<file path="src/rtl/start_scheduler_if.sv">
// Handshake and configuration bundle between the start scheduler and its
// register block / event generators.
interface start_scheduler_if #(
    parameter int unsigned NumGenerators = 3,
    parameter int unsigned PeriodWidth   = 16,
    parameter int unsigned HoldoffWidth  = 8,
    parameter int unsigned CountWidth    = 32,
    parameter int unsigned BurstWidth    = 16
);
    logic                     start_ext;
    logic                     use_external;
    logic [PeriodWidth-1:0]   period;
    logic [HoldoffWidth-1:0]  holdoff;
    logic [BurstWidth-1:0]    burst_count;
    logic [NumGenerators-1:0] enable;
    logic                     arm;
    logic                     abort;
    logic [NumGenerators-1:0] busy;
    logic [NumGenerators-1:0] start;
    logic                     running;
    logic [CountWidth-1:0]    trigger_count;
    logic [CountWidth-1:0]    missed_count;

    modport master (
        output start_ext, use_external, period, holdoff, burst_count,
               enable, arm, abort, busy,
        input  start, running, trigger_count, missed_count
    );

    modport slave (
        input  start_ext, use_external, period, holdoff, burst_count,
               enable, arm, abort, busy,
        output start, running, trigger_count, missed_count
    );
endinterface

</file>
<file path="src/rtl/start_scheduler.sv">
// Start-strobe sequencer for the event generators: external or internal
// periodic trigger, per-trigger holdoff, busy-drop counting, bursts and abort.
module start_scheduler #(
    parameter int unsigned NumGenerators = 3,
    parameter int unsigned PeriodWidth   = 16,
    parameter int unsigned HoldoffWidth  = 8,
    parameter int unsigned CountWidth    = 32
) (
    input  logic               clk,
    input  logic               rst,
    start_scheduler_if.slave   bus
);
    localparam int unsigned SyncDepth = 3;

    typedef enum logic [1:0] {IDLE, RUN, HOLDOFF, DRAIN} state_t;

    state_t                   state_q, state_d;
    logic [SyncDepth-1:0]     sync_q;
    logic                     use_ext_q, use_ext_d;
    logic [NumGenerators-1:0] en_q, en_d;
    logic [NumGenerators-1:0] start_q, start_d;
    logic                     running_q, running_d;
    logic [CountWidth-1:0]    trig_cnt_q, trig_cnt_d, miss_cnt_q, miss_cnt_d;
    logic [CountWidth-1:0]    trig_inc, miss_inc;
    logic [PeriodWidth-1:0]   per_q, per_d;
    logic [HoldoffWidth-1:0]  hold_q, hold_d;
    logic                     ext_edge, int_tick, trig, gen_busy, burst_done;

    // Trigger sources and saturating count increments
    always_comb begin
        ext_edge   = sync_q[1] & ~sync_q[2];
        int_tick   = (per_q == '0);
        trig       = use_ext_q ? ext_edge : int_tick;
        gen_busy   = |(bus.busy & en_q);
        trig_inc   = (&trig_cnt_q) ? trig_cnt_q : trig_cnt_q + 1'b1;
        miss_inc   = (&miss_cnt_q) ? miss_cnt_q : miss_cnt_q + 1'b1;
        burst_done = (bus.burst_count != '0) &&
                     (trig_inc == CountWidth'(bus.burst_count));
    end

    // Next-state and next-register logic
    always_comb begin
        state_d    = state_q;
        use_ext_d  = use_ext_q;
        en_d       = en_q;
        start_d    = '0;
        trig_cnt_d = trig_cnt_q;
        miss_cnt_d = miss_cnt_q;
        per_d      = per_q;
        hold_d     = hold_q;

        case (state_q)
            IDLE: begin
                if (bus.arm) begin
                    use_ext_d  = bus.use_external;
                    en_d       = bus.enable;
                    trig_cnt_d = '0;
                    miss_cnt_d = '0;
                    per_d      = '0;
                    state_d    = RUN;
                end
            end
            RUN: begin
                if (bus.abort) begin
                    state_d = DRAIN;
                end else if (trig) begin
                    if (gen_busy) begin
                        miss_cnt_d = miss_inc;
                    end else begin
                        start_d    = en_q;
                        trig_cnt_d = trig_inc;
                        hold_d     = bus.holdoff;
                        state_d    = burst_done ? DRAIN : HOLDOFF;
                    end
                end
            end
            HOLDOFF: begin
                if (bus.abort) begin
                    state_d = DRAIN;
                end else begin
                    if (trig) miss_cnt_d = miss_inc;
                    if (hold_q == '0) state_d = RUN;
                    else              hold_d  = hold_q - 1'b1;
                end
            end
            DRAIN: begin
                if (!bus.abort && !gen_busy) state_d = IDLE;
            end
            default: state_d = IDLE;
        endcase

        // Period counter only advances while triggers can occur
        if (state_q == RUN || state_q == HOLDOFF) begin
            per_d = (per_q >= bus.period) ? '0 : per_q + 1'b1;
        end

        running_d = (state_d != IDLE);
    end

    always_ff @(posedge clk or posedge rst) begin
        if (rst) begin
            state_q    <= IDLE;
            sync_q     <= '0;
            use_ext_q  <= 1'b0;
            en_q       <= '0;
            start_q    <= '0;
            running_q  <= 1'b0;
            trig_cnt_q <= '0;
            miss_cnt_q <= '0;
            per_q      <= '0;
            hold_q     <= '0;
        end else begin
            state_q    <= state_d;
            sync_q     <= {sync_q[SyncDepth-2:0], bus.start_ext};
            use_ext_q  <= use_ext_d;
            en_q       <= en_d;
            start_q    <= start_d;
            running_q  <= running_d;
            trig_cnt_q <= trig_cnt_d;
            miss_cnt_q <= miss_cnt_d;
            per_q      <= per_d;
            hold_q     <= hold_d;
        end
    end

    assign bus.start         = start_q;
    assign bus.running       = running_q;
    assign bus.trigger_count = trig_cnt_q;
    assign bus.missed_count  = miss_cnt_q;
endmodule

</file>
<file path="src/flat_wrapper.sv">
// flat-port wrapper written by rule: the top's interface ports become plain ports
module start_scheduler_flat 
#(
    parameter int unsigned NumGenerators = 3,
    parameter int unsigned PeriodWidth   = 16,
    parameter int unsigned HoldoffWidth  = 8,
    parameter int unsigned CountWidth    = 32
)
  (clk, rst, bus_start_ext, bus_use_external, bus_period, bus_holdoff, bus_burst_count, bus_enable, bus_arm, bus_abort, bus_busy, bus_start, bus_running, bus_trigger_count, bus_missed_count);
  start_scheduler_if #(.NumGenerators(NumGenerators), .PeriodWidth(PeriodWidth), .HoldoffWidth(HoldoffWidth), .CountWidth(CountWidth)) bus_i ();
  input  logic clk;
  input  logic rst;
  input wire logic [$bits(bus_i.start_ext)-1:0] bus_start_ext;
  input wire logic [$bits(bus_i.use_external)-1:0] bus_use_external;
  input wire logic [$bits(bus_i.period)-1:0] bus_period;
  input wire logic [$bits(bus_i.holdoff)-1:0] bus_holdoff;
  input wire logic [$bits(bus_i.burst_count)-1:0] bus_burst_count;
  input wire logic [$bits(bus_i.enable)-1:0] bus_enable;
  input wire logic [$bits(bus_i.arm)-1:0] bus_arm;
  input wire logic [$bits(bus_i.abort)-1:0] bus_abort;
  input wire logic [$bits(bus_i.busy)-1:0] bus_busy;
  output wire logic [$bits(bus_i.start)-1:0] bus_start;
  output wire logic [$bits(bus_i.running)-1:0] bus_running;
  output wire logic [$bits(bus_i.trigger_count)-1:0] bus_trigger_count;
  output wire logic [$bits(bus_i.missed_count)-1:0] bus_missed_count;
  assign bus_i.start_ext = bus_start_ext;
  assign bus_i.use_external = bus_use_external;
  assign bus_i.period = bus_period;
  assign bus_i.holdoff = bus_holdoff;
  assign bus_i.burst_count = bus_burst_count;
  assign bus_i.enable = bus_enable;
  assign bus_i.arm = bus_arm;
  assign bus_i.abort = bus_abort;
  assign bus_i.busy = bus_busy;
  assign bus_start = bus_i.start;
  assign bus_running = bus_i.running;
  assign bus_trigger_count = bus_i.trigger_count;
  assign bus_missed_count = bus_i.missed_count;
  start_scheduler #(.NumGenerators(NumGenerators), .PeriodWidth(PeriodWidth), .HoldoffWidth(HoldoffWidth), .CountWidth(CountWidth)) u_core (.clk(clk), .rst(rst), .bus(bus_i));
endmodule
</file>
<file path="config.mk">
export PLATFORM = sky130hd
export DESIGN_NAME = start_scheduler_flat
export DESIGN_NICKNAME = d
export VERILOG_FILES = /design/src/rtl/start_scheduler_if.sv /design/src/rtl/start_scheduler.sv /design/src/flat_wrapper.sv
export SDC_FILE = /design/constraint.sdc
export NUM_CORES = 1
export LEC_CHECK = 0
export CAP_MARGIN = 5
export CELL_PAD_IN_SITES_DETAIL_PLACEMENT = 1
export CELL_PAD_IN_SITES_GLOBAL_PLACEMENT = 2
export CORE_ASPECT_RATIO = 1.25
export CORE_MARGIN = 1.5
export CORE_UTILIZATION = 29
export CTS_BUF_LIST = sky130_fd_sc_hd__clkbuf_2
export DETAILED_ROUTE_END_ITERATION = 8
export PLACE_DENSITY_LB_ADDON = 0.1
export SETUP_SLACK_MARGIN = 0.5
export SKIP_CTS_REPAIR_TIMING = 1
export SYNTH_ARGS = -nofsm -noshare
export SYNTH_HDL_FRONTEND = slang
export SYNTH_SLANG_ARGS = --single-unit
</file>
<file path="constraint.sdc">
create_clock -name clk -period 3.17 [get_ports clk]
set_input_delay 0.634 -clock clk [delete_from_list [all_inputs] [get_ports clk]]
set_output_delay 0.634 -clock clk [all_outputs]
set_load 0.05 [all_outputs]
</file>
==> summary.txt, run 1 <==
Post-DP HPWL -> 18.6 mm
CP arrival -> 3.52 ns
Fraction of layout cells with a size suffix above 1 -> 19.3%
CTS sink count -> 101
Via count -> 6924
PD cells -> 493 mW/mm^2
H-tree level count -> 3
Largest net degree at the start of global routing -> 102
CP Launch Type -> flip-flop
Lkg Pwr -> 5.11 nW
Slew HR -> 60.1%
Sequential share of the synthesized area -> 37.4%
Path depth of the worst reg2reg path -> 9
# rows -> 62
Final cell count without fillers -> 1315
Initial antenna violation count -> 1
Total power of the final layout -> 4.70 mW
Yosys cell types -> 63
Dpl cells -> 1280
Min setup slack post-route -> 0.247 ns
Final Hold Vio Count -> 0
Logic pwr share -> 48.9%
Switching Share -> 45.7%
Clk_lat worst skew -> 0.71 ns
CTS tree -> yes
Post-Route Skew -> 0.0739 ns
Syn Inst Count -> 821
Drt pass-1 iters -> 6
Root Buffer -> clkbuf_2
#FFs+latches synth -> 101
Final period util -> 92.2%
FFs w/ async S/R, synth -> 100%
CP Max Fanout -> 5
Sequential power share -> 36.1%
Netlist Area Pre-Place -> 0.00676 sq mm
Nets -> 1100
Full die area -> 0.0242 sq mm
Drt total wl -> 24.9 mm
Starting DRT DRC Count -> 306
Avg Vias per Cell -> 5.27
Slew Limit Fails -> 0
Drt wl/cell -> 19.0 um
Syn_area_per_cell -> 8.23 sq um
Pre-CTS setup slack -> -0.0435 ns
Outcome -> finished with violations
Worst-margin pin slew -> 0.599 ns
Max IR drop VDD -> 0.000235 V
Final setup fails -> 0
Worst Path Required -> 3.77 ns
Int Pwr -> 2.55 mW
Syn Nets -> 900
Starting Density -> 29.4%
Die height -> 174 um
Finished Cell Area -> 0.00954 sq mm
Global Route Usage Sum -> 20.7%
CP endpoint kind -> flip-flop
Max Root-Sink Buffers -> 2
Reg-to-reg slack, setup -> 0.25 ns
Remaining Overflow, GRT -> 0
Max-cap viol count -> 0
Commonest cells after routing, fill and taps aside -> nand2_1, buf_4, nor2_1
Number of global-route vias before repair -> 7488
IO Pins -> 120
Critical R2R Capture -> u_core.state_q[0]
Remaining DRCs -> 6
Core ar. -> 0.0230 sq mm
Reg-to-Reg Start -> u_core.bus.trigger_count[1]
Ys flop type -> dfrtp_1
EDFF count, synth -> 0
Clock share of power -> 15.1%
Switch Pwr -> 2.15 mW
RD Place Congestion -> 0.833
Minimum clock period -> 2.92 ns
Setup TNS -> 0 ns
Reg clk slew, reported paths -> 0.40 ns
Die Span X -> 140 um
Post-place instance area -> 0.00891 sq mm
Highest clock rate -> 342 MHz
Most common cell after layout, fill and taps aside -> nand2_1
Worst hold path class -> in -> async
RSZ-0062 raised after global routing -> yes
# port buffers -> 119
Violated checks -> design-rule violations
Ys Warns -> 0
Syn-to-layout area delta -> 41.1%
Global-route wire length before repair -> 40.5 mm
Total CTS buffers -> 9
DRT antenna net count -> 0
WS Path Type -> reg -> reg
[per-stage QoR]
| step | utilization [%] | hold WS [ns] |
|---|---|---|
| 3_5_place_dp | 38.8 | 0.362 |
| 2_1_floorplan | - | 0.331 |
| 6_report | 41.5 | 0.351 |
| 5_1_grt | 41.5 | 0.369 |
| 4_1_cts | 39.3 | 0.368 |
| 3_3_place_gp | 38.8 | 0.338 |
[worst max-delay path, stage by stage (launching register included)]
cell	delay [ns]
dfrtp_2	0.48
ha_4	0.13
and3_4	0.22
nand3_4	0.09
or4_4	0.62
and3_4	0.22
xnor2_2	0.16
nand4_1	0.13
or4_4	0.57
o31ai_4	0.22
[state kept, by name, summed over array words and instances, names as in the netlist]
signal	flops
u_core.sync_q	3
u_core.bus.running	1
u_core.hold_q	8
u_core.state_q	2
u_core.per_q	16
u_core.en_q	3
u_core.bus.trigger_count	32
u_core.use_ext_q	1
u_core.bus.missed_count	32
u_core.bus.start	3
[routing by layer]
metal / GRT usage, % / wire [um]
met2: 37.2 / 12800
met3: 1.85 / 648
met1: 26.1 / 11100
met4: 6.75 / 441
met5: 0 / 0
[cells in the mapped netlist (all sizes together) (6+ instances only)]
| library cell | instances | area [sq um] |
|---|---|---|
| o22ai | 10 | 62.6 |
| nor3 | 14 | 70.1 |
| o21ai | 64 | 320 |
| a21oi | 45 | 225 |
| nor2 | 83 | 312 |
| nand2b | 6 | 37.5 |
| and4 | 8 | 70.1 |
| xor2 | 28 | 245 |
| dfrtp | 101 | 2530 |
| and2 | 14 | 87.6 |
| and3 | 22 | 143 |
| xnor2 | 31 | 279 |
| ha | 27 | 338 |
| nand2 | 108 | 405 |
| o31ai | 9 | 67.6 |
| o22a | 7 | 61.3 |
| nor2b | 15 | 93.8 |
| inv | 35 | 131 |
| a21o | 6 | 45.0 |
| clkbuf | 27 | 101 |
| nand4 | 30 | 194 |
| a31oi | 7 | 43.8 |
| buf | 9 | 55.1 |
| o211ai | 8 | 60.1 |
| nor4 | 18 | 146 |
| nand3 | 36 | 180 |
[logic make-up (layout without fill, tap and decap cells)]
logic type / after synthesis / after routing / synth area share [%]
adders and majority gates: 27 / 27 / 5.00
xor gates and xnor gates: 59 / 59 / 7.76
muxes: 7 / 7 / 1.13
AOI/OAI and AO/OA: 182 / 182 / 16.5
buffers and inverters: 72 / 277 / 4.31
other: 0 / 1 / 0
DFF: 101 / 101 / 37.4
and+or+nand+nor: 373 / 373 / 27.9
[how the worst max path moves through the flow]
stage	cells after the start	slack [ns]	from	to
4_1_cts	10	0.01	u_core.bus.trigger_count[1]	u_core.state_q[0]
3_5_place_dp	7	-0.04	bus_busy[0]	u_core.state_q[0]
2_1_floorplan	10	0.12	u_core.bus.trigger_count[22]	u_core.state_q[0]
6_report	9	0.25	u_core.bus.trigger_count[1]	u_core.state_q[0]
3_3_place_gp	7	-0.12	bus_busy[0]	u_core.state_q[0]
5_1_grt	9	0.19	u_core.bus.trigger_count[1]	u_core.state_q[0]
[layout make-up]
type	instances	area [sq um]
Timing Repair Buffer	225	2220
Multi-Input combinational cell	648	4140
Inverter	36	139
Antenna cell	1	2.50
Fill cell	2697	13400
Clock inverter	7	76.3
Clock buffer	9	45.0
Tap cell	288	360
Sequential cell	101	2560
[power groups by stage]
stage | sequential [mW] | combinational, mW | clock [mW]
floorplan | 1.73 | 1.16 | 0
global placement | 1.71 | 2.05 | 0
detailed placement | 1.72 | 2.13 | 0
CTS | 1.70 | 2.13 | 0.732
global route | 1.72 | 2.56 | 0.770
finish | 1.70 | 2.30 | 0.708
No activity file was read; power rests on OpenSTA's default activity.
==> run 2, diff against run 1 <==
--- a/config.mk
+++ b/config.mk
@@ -10,7 +10,7 @@
 export CELL_PAD_IN_SITES_GLOBAL_PLACEMENT = 2
 export CORE_ASPECT_RATIO = 1.25
 export CORE_MARGIN = 1.5
-export CORE_UTILIZATION = 29
+export CORE_UTILIZATION = 32
 export CTS_BUF_LIST = sky130_fd_sc_hd__clkbuf_2
 export DETAILED_ROUTE_END_ITERATION = 8
 export PLACE_DENSITY_LB_ADDON = 0.1
==> constraint.sdc (replaced) <==
create_clock -name clk -period 3.3 [get_ports clk]
set_input_delay 0.66 -clock clk [delete_from_list [all_inputs] [get_ports clk]]
set_output_delay 0.66 -clock clk [all_outputs]
set_load 0.05 [all_outputs]
==> run 2 against run 1 <==
Net effect:
- the flow now finishes without violations
- critical path type unchanged
- total power fell by 5.7%
- maximum frequency increased by 1.9%
- clock skew decreased by 0.029 ns
- worst hold slack improved by 0.047 ns
- critical endpoint unchanged
- global-route usage rose by 1.4 points
- largest power group unchanged
==> summary.txt, run 2 (synthesis gave the netlist of run 1 again) <==
Highest clock rate -> 349 MHz (+1.9%)
Logic pwr share -> 48.9% (about the same)
Lkg Pwr -> 4.19 nW (-18%)
Critical Path Max Stage Delay -> 0.59 ns (-0.03 ns)
Commonest cells after routing, fill and taps aside -> clkdlybuf4s50_1, nand2_1, buf_4
Die height -> 166 um (-4.7%)
Initial antenna violation count -> 1 (unchanged)
Slew HR -> 40.5% (-20 points)
IO Pins -> 120 (unchanged)
Number of global-route vias before repair -> 7314 (-2.3%)
Drt wl/cell -> 18.6 um (-1.9%)
Remaining DRCs -> 0 (-6)
Die Span X -> 133 um (-4.7%)
Post-place instance area -> 0.00870 sq mm (-2.4%)
Worst-margin pin slew -> 0.890 ns (+0.292 ns)
Filler cells -> 2455 (-9.0%)
Met3 Routed Length -> 784 um (+21%)
Full die area -> 0.0220 sq mm (-9.2%)
Wl on met1 -> 10.4 mm (-6.0%)
Slowest cell on the critical path -> or4_4
Total power of the final layout -> 4.43 mW (-5.7%)
Buf/Inv on CP -> 0 (unchanged)
CP endpoint kind -> flip-flop
Switching Share -> 45.5% (-0.17 points)
Final setup fails -> 0 (unchanged)
Clock share of power -> 14.3% (-0.8 points)
Outcome -> finished, final reports clean
# rows -> 59 (-4.8%)
Drt pass-1 iters -> 5 (-1)
CP Launch Type -> flip-flop
H-tree level count -> 3 (unchanged)
Global-route wire length before repair -> 38.7 mm (-4.4%)
Slew Limit Fails -> 0 (unchanged)
Final Hold Vio Count -> 0 (unchanged)
Max-cap viol count -> 0 (unchanged)
Setup TNS -> 0 ns (unchanged)
# port buffers -> 119 (unchanged)
Core ar. -> 0.0207 sq mm (-9.7%)
Post-Route Skew -> 0.0451 ns (-0.0287 ns)
RD Place Congestion -> 0.857 (+2.9%)
Minimum clock period -> 2.87 ns (-0.0558 ns)
WS Path Type -> reg -> reg
Root Buffer -> clkbuf_2
Total CTS buffers -> 9 (unchanged)
Met2 wire length -> 12.4 mm (-2.9%)
Drt total wl -> 24.0 mm (-3.6%)
Worst hold path class -> reg -> reg
Fraction of layout cells with a size suffix above 1 -> 18.3% (-1.0 points)
Final period util -> 86.9% (-5.3 points)
Hold path depth -> 0
Syn-to-layout area delta -> 38.3%
Max IR drop VDD -> 0.000185 V (-22%)
DRT antenna net count -> 0 (unchanged)
Post-Route Utilization -> 45.1% (+3.5 points)
Global Route Usage Sum -> 22.2% (+1.4 points)
PD cells -> 474 mW/mm^2 (-3.8%)
Reg clk slew, reported paths -> 0.29 ns (-0.11 ns)
Worst Path Required -> 3.87 ns (+0.10 ns)
Finished Cell Area -> 0.00935 sq mm (-2.0%)
Cells along the critical path -> ha_4 -> and3_4 -> nand3_4 -> or4_4 -> and3_4 -> xnor2_4 -> nand4_1 -> or4_4 -> o31ai_2
Nets -> 1091 (-0.82%)
RSZ-0062 raised after global routing -> yes
Clk_lat worst skew -> 0.67 ns (-0.04 ns)
CP Max Fanout -> 4 (-1)
CTS tree -> yes
Largest net degree at the start of global routing -> 38 (-63%)
Avg Vias per Cell -> 5.31 (+0.88%)
Max Root-Sink Buffers -> 2 (unchanged)
Starting Density -> 32.6% (+3.1 points)
CP arrival -> 3.44 ns (-0.08 ns)
Path depth of the worst reg2reg path -> 9 (unchanged)
Max Used Layer -> met4
Switch Pwr -> 2.02 mW (-6.0%)
Via count -> 6863 (-0.88%)
Largest delay contributor family on the critical path -> simple AND/OR/NAND/NOR gates
Path length in cells of the critical path -> 9 (unchanged)
Most common cell after layout, fill and taps aside -> clkdlybuf4s50_1
Int Pwr -> 2.42 mW (-5.4%)
Sequential power share -> 36.7% (+0.6 points)
Starting DRT DRC Count -> 277 (-9.5%)
Remaining Overflow, GRT -> 0 (unchanged)
CTS sink count -> 101 (unchanged)
Smallest hold slack -> 0.398 ns (+0.0466 ns)
Post-DP HPWL -> 17.9 mm (-3.4%)
## run 2: cell count changes in the layout (fill, tap and decap cells not counted), sizes merged
cell and change:
clkdlybuf4s50 +50, dlymetal6s2s -50, buf -10, clkdlybuf4s15 +1
clkinv -1, clkinvlp +1
## run 2: metal layers
metal,track usage [%],vias to the layer above
li1,-,3296
met1,27.3,3429
met2,40.1,112
met5,0,-
met4,6.79,0
met3,3.11,26
## run 2: final timing paths
path	start	end	slack [ns]
worst max register to register	u_core.bus.trigger_count[0]	u_core.state_q[0]	0.43
worst max-delay path	u_core.bus.trigger_count[0]	u_core.state_q[0]	0.43
worst min register to register	u_core.sync_q[0]	u_core.sync_q[1]	0.40
min in group asynchronous	rst	u_core.bus.missed_count[9]	0.45
worst min-delay path	u_core.sync_q[0]	u_core.sync_q[1]	0.40
max in group asynchronous	rst	u_core.bus.trigger_count[11]	2.12
## run 2: power by group through the flow
stage                     clock (mW)  combinational, mW  sequential [mW]
final                          0.636               2.17             1.63
after global routing           0.691               2.42             1.66
after CTS                      0.665               1.99             1.63
after detailed placement           0               1.98             1.65
after global placement             0               1.92             1.64
after floorplan                    0               1.11             1.66
## run 2: final cells by class
| cell class | count | area (sq um) | share of cell area, % |
|---|---|---|---|
| Antenna cell | 1 | 2.50 | 0.0268 |
| Clock buffer | 9 | 45.0 | 0.482 |
| Clock inverter | 7 | 66.3 | 0.709 |
| Inverter | 36 | 139 | 1.48 |
| Multi-Input combinational cell | 648 | 4190 | 44.8 |
| Sequential cell | 101 | 2550 | 27.3 |
| Tap cell | 274 | 343 | 3.67 |
| Timing Repair Buffer | 216 | 2010 | 21.5 |
## run 2: per-stage QoR
stage,std cells,setup WS (ns)
6_report,1292,0.433
2_1_floorplan,821,0.130
4_1_cts,1260,0.158
3_5_place_dp,1244,0.0668
3_3_place_gp,1244,0.148
5_1_grt,1292,0.352
